<file path="src/rtl/reg_file_ctrl.sv">
`timescale 1ns/1ps
`default_nettype none
// ============================================================================
// reg_file_ctrl : valid/ready request controller for a 4x8 registered-read file
// Revision      : 1.0
// ============================================================================
module reg_file_ctrl #(
    parameter int NUM_REGS = 4,
    parameter int ADDR_W   = 4,
    parameter int DATA_W   = 8
) (
    input  logic              clk_i,
    input  logic              rst_i,
    input  logic              req_valid_i,
    output logic              req_ready_o,
    input  logic              req_we_i,
    input  logic [ADDR_W-1:0] req_addr_i,
    input  logic [DATA_W-1:0] req_wdata_i,
    output logic              rsp_valid_o,
    input  logic              rsp_ready_i,
    output logic [DATA_W-1:0] rsp_rdata_o,
    output logic              rsp_is_wr_o,
    output logic              rsp_err_o,
    output logic [ADDR_W-1:0] rf_addr_o,
    output logic              rf_ce_o,
    output logic [DATA_W-1:0] rf_data_in_o,
    input  logic [DATA_W-1:0] rf_data_out_i
);

    localparam logic [1:0] c_IDLE  = 2'd0;
    localparam logic [1:0] c_ISSUE = 2'd1;
    localparam logic [1:0] c_CAPT  = 2'd2;
    localparam logic [1:0] c_RSP   = 2'd3;

    // One extra bit so NUM_REGS == 2**ADDR_W still compares correctly.
    localparam logic [ADDR_W:0] c_NUM_REGS = (ADDR_W+1)'(NUM_REGS);

    logic [1:0]        state_q, state_d;
    logic [ADDR_W-1:0] addr_q,  addr_d;
    logic              we_q,    we_d;
    logic [DATA_W-1:0] wdata_q, wdata_d;
    logic [DATA_W-1:0] rdata_q, rdata_d;
    logic              is_wr_q, is_wr_d;
    logic              err_q,   err_d;

    logic w_accept;
    logic w_addr_bad;

    assign req_ready_o  = (state_q == c_IDLE) && !rst_i;
    assign w_accept     = req_valid_i && req_ready_o;
    assign w_addr_bad   = ({1'b0, req_addr_i} >= c_NUM_REGS);

    assign rsp_valid_o  = (state_q == c_RSP);
    assign rsp_rdata_o  = rdata_q;
    assign rsp_is_wr_o  = is_wr_q;
    assign rsp_err_o    = err_q;
    assign rf_addr_o    = addr_q;
    assign rf_data_in_o = wdata_q;
    assign rf_ce_o      = (state_q == c_ISSUE) && we_q;

    always_comb begin
        state_d = state_q;
        addr_d  = addr_q;
        we_d    = we_q;
        wdata_d = wdata_q;
        rdata_d = rdata_q;
        is_wr_d = is_wr_q;
        err_d   = err_q;
        case (state_q)
            c_IDLE: begin
                if (w_accept) begin
                    // Bad addresses never reach the file bus.
                    if (w_addr_bad) begin
                        state_d = c_RSP;
                        err_d   = 1'b1;
                        rdata_d = '0;
                        is_wr_d = req_we_i;
                    end else begin
                        state_d = c_ISSUE;
                        addr_d  = req_addr_i;
                        we_d    = req_we_i;
                        wdata_d = req_wdata_i;
                    end
                end
            end
            c_ISSUE: begin
                if (we_q) begin
                    state_d = c_RSP;
                    is_wr_d = 1'b1;
                    err_d   = 1'b0;
                    rdata_d = '0;
                end else begin
                    state_d = c_CAPT;
                end
            end
            c_CAPT: begin
                state_d = c_RSP;
                rdata_d = rf_data_out_i;
                is_wr_d = 1'b0;
                err_d   = 1'b0;
            end
            c_RSP: begin
                if (rsp_ready_i) begin
                    state_d = c_IDLE;
                end
            end
            default: state_d = c_IDLE;
        endcase
    end

    always_ff @(posedge clk_i or posedge rst_i) begin
        if (rst_i) begin
            state_q <= c_IDLE;
            addr_q  <= '0;
            we_q    <= 1'b0;
            wdata_q <= '0;
            rdata_q <= '0;
            is_wr_q <= 1'b0;
            err_q   <= 1'b0;
        end else begin
            state_q <= state_d;
            addr_q  <= addr_d;
            we_q    <= we_d;
            wdata_q <= wdata_d;
            rdata_q <= rdata_d;
            is_wr_q <= is_wr_d;
            err_q   <= err_d;
        end
    end

endmodule
`default_nettype wire

</file>
<file path="config.mk">
export PLATFORM = sky130hd
export DESIGN_NAME = reg_file_ctrl
export DESIGN_NICKNAME = d
export VERILOG_FILES = /design/src/rtl/reg_file_ctrl.sv
export SDC_FILE = /design/constraint.sdc
export NUM_CORES = 1
export LEC_CHECK = 0
export ABC_CLOCK_PERIOD_IN_PS = 3800
export BUFFER_PORTS_ARGS = -buffer_cell sky130_fd_sc_hd__buf_2
export CAP_MARGIN = 20
export CORE_MARGIN = 3
export CORE_UTILIZATION = 47
export CTS_BUF_LIST = sky130_fd_sc_hd__clkbuf_4 sky130_fd_sc_hd__clkbuf_8
export CTS_CLUSTER_SIZE = 10
export DETAILED_ROUTE_END_ITERATION = 10
export PLACE_DENSITY = 0.76
export RECOVER_POWER = 25
export SETUP_SLACK_MARGIN = 0.5
export SLEW_MARGIN = 5
export SYNTH_ARGS = -nofsm -noshare
export SYNTH_HDL_FRONTEND = slang
export SYNTH_SLANG_ARGS = --single-unit
</file>
<file path="constraint.sdc">
create_clock -name clk_i -period 3.8 [get_ports clk_i]
set_input_delay 0.19 -clock clk_i [delete_from_list [all_inputs] [get_ports clk_i]]
set_output_delay 0.19 -clock clk_i [all_outputs]
set_load 0.02 [all_outputs]
</file>
==> results_dict.tcl <==
set metrics [dict create \
    seq_area_frac_synth_pct 54.3 \
    grt_overflow 0 \
    vias_per_cell 4.99 \
    grt_pass1_vias 932 \
    place_inst 166 \
    final_cell_count_no_fill 170 \
    syn-num-nets 122 \
    die_area_sq_um 3080 \
    root_buffer "clkbuf_4" \
    dr.first_iter.drc_count 10 \
    cts_resized 0 \
    worstPathMaxFanout 10 \
    netlist.area_leader.share_pct 54.3 \
    finalCritPeriodShare_pct 60.6 \
    clk_pin_slew_ns 0.13 \
    crit_path_end_kind "flip-flop" \
    diodes 0 \
    maxCapViolCount 0 \
    async_reset_ff_share_pct 100 \
    finalHoldViolCount 0 \
    synth_area_sq_um 1150 \
    ctsHoldBuffers 0 \
    io_pins 50 \
    synth-seq-cells 25 \
    start_util_pct 50.6 \
    cts_setup_buffers 0 \
    critPathArrivalTime_ns 2.52 \
    grt_max_degree 27 \
    cts-buffers-inserted 3 \
    die_y_um 55.5 \
    nNetsFinal 173 \
    io_buffers 49 \
    startpoint_type "flip-flop" \
    p_per_area_nw_per_um2 864 \
    p_leak_nw 0.813 \
    final_max_slew_viol_count 0 \
    place.detailed.hpwl_um 1780 \
    status "finished, final reports clean" \
    hp-class "input port to asynchronous set/reset pin" \
    synth_warnings 0 \
    place_congestion 0.728 \
    irDropWorstVdd_mv 0.519 \
    setup_viol 0 \
    clock.fmax_mhz 435 \
    fin_tns_setup_ns 0 \
    ys.flop_type "dfrtp_1" \
    wirelength_um 2320 \
    drive_gt1_share_pct 48.6 \
    nFillCells 185 \
    die_w_um 55.5 \
    r2r_end "rsp_is_wr_o$_DFFE_PP0P_" \
    syn_inst 92 \
    clk_latency_ns 0.32 \
    grt_pass1_wl_um 4040 \
    worstMarginPinSlew_ns 0.971 \
    cp.required_ns 4.02 \
    drc_errors 0 \
    htreeDepth 1 \
    worst_clock_skew_ns 0.00112 \
    cts_buffer_depth 2 \
    final_antenna_net_count 0 \
    cts.sinks 25 \
    r2r_cells 5 \
    synthTopCellsByArea "dfrtp_1, mux2_2, mux2i_1" \
    dr_total_vias 849 \
    grt_antenna_before_repair 0 \
    slew_headroom_pct 35.3 \
    area_growth_pct 25.8 \
    r2r-start "state_q[1]$_DFFE_PP0P_" \
    synth_cell_types 19 \
    wire_per_inst_um 13.6 \
    grt_use_total_pct 16.2 \
    period_needed_ns 2.30 \
    syn_area_per_cell_sq_um 12.5 \
    firstDrtPassIters 2 \
    synth_edf_count 0 \
    r2r_slack_ns 1.50 \
    num_rows 17 \
    path_class "flip-flop to flip-flop" \
    yosys.area.top_type "dfrtp_1" \
    core_sq_um 2280 \
    tritoncts "done" \
    rsz0062_at_grt "false" \
]
## sequential cells by signal, summed over array words and instances (netlist names)
register	count
state_q	2
we_q	1
rsp_rdata_o	8
rsp_err_o	1
rsp_is_wr_o	1
rf_data_in_o	8
rf_addr_o	4
## per-layer routing
metal / GRT usage, % / up-vias / share of wire (%) / wire length [um]
li1: - / 402 / - / -
met1: 17.1 / 420 / 41 / 941
met2: 30.9 / 23 / 52 / 1220
met3: 2.57 / 4 / 5.0 / 115
met4: 7.29 / 0 / 1.9 / 45
met5: 0 / - / 0 / 0
## worst max path at each step
stage / startpoint / to / slack (ns) / cells after the start
finish: state_q[1]$_DFFE_PP0P_ / rsp_is_wr_o$_DFFE_PP0P_ / 1.50 / 5
global route: state_q[0]$_DFFE_PP0P_ / rsp_is_wr_o$_DFFE_PP0P_ / 1.37 / 5
CTS: state_q[1]$_DFFE_PP0P_ / rsp_is_wr_o$_DFFE_PP0P_ / 1.47 / 5
detailed placement: state_q[1]$_DFFE_PP0P_ / rsp_is_wr_o$_DFFE_PP0P_ / 1.49 / 5
global placement: state_q[0]$_DFFE_PP0P_ / rsp_is_wr_o$_DFFE_PP0P_ / 1.62 / 5
floorplan: state_q[0]$_DFFE_PP0P_ / rsp_is_wr_o$_DFFE_PP0P_ / 1.98 / 6
## critical path, stage by stage (launching register included)
cell and delay (ns):
dfrtp_1 0.42, inv_1 0.10, ha_1 0.25, nor3b_2 0.20, a2111oi_4 0.88, mux2_4 0.35
## cell usage after synthesis (2+ instances only)
master	number
mux2_2	13
nor2_1	2
nand2_1	8
and2_1	3
inv_1	12
a21oi_1	2
mux2i_1	10
nor2b_1	3
dfrtp_1	25
ha_1	5
## cell type report
cell class | instances | area, sq um | area share (%)
clock buffers | 3 | 22.5 | 1.56
clock inverters | 1 | 5.00 | 0.346
inverters | 12 | 45.0 | 3.11
multi-input cells | 52 | 470 | 32.5
flip-flops and latches | 25 | 626 | 43.2
well taps | 28 | 35.0 | 2.42
repair buffers | 49 | 244 | 16.9
## stage by stage
stage | util, % | total power (W) | setup WS (ns) | cell area [sq um] | hold slack, ns
after floorplan | - | 0.000947 | 1.98 | 1150 | 0.233
after detailed placement | 62.5 | 0.00115 | 1.49 | 1420 | 0.426
after global routing | 63.6 | 0.00134 | 1.37 | 1450 | 0.0774
after global placement | 62.5 | 0.00111 | 1.62 | 1420 | 0.421
final | 63.6 | 0.00125 | 1.50 | 1450 | 0.0760
after CTS | 63.7 | 0.00127 | 1.47 | 1450 | 0.0848
## power breakdown
group          internal [W]  switching [W]
logic              0.000294       0.000387
registers          0.000388      0.0000638
clock network     0.0000394      0.0000785
total              0.000721       0.000529
## cells in the final DEF (no fill, tap or decap), types with 2 or more instances in the layout
| cell type | netlist | routed |
|---|---|---|
| inv_1 | 12 | 12 |
| mux2i_1 | 10 | 10 |
| nand2_1 | 8 | 8 |
| a21oi_1 | 2 | 2 |
| ha_1 | 5 | 5 |
| buf_2 | 0 | 48 |
| nor2b_1 | 3 | 3 |
| dfrtp_1 | 25 | 25 |
| mux2_2 | 13 | 13 |
| and2_1 | 3 | 3 |
| nor2_1 | 2 | 2 |
| clkbuf_4 | 0 | 3 |
## kinds of logic after synthesis
logic type               Yosys count  synth area share [%]
buffers and inverters             15                  5.87
AO/OA/AOI/OAI                      3                  2.17
AND/OR/NAND/NOR                   20                  9.46
adder cells (fa/ha/maj)            5                  5.43
multiplexers                      24                  22.7
flip-flops                        25                  54.3
(Power assumes the default switching activity.)
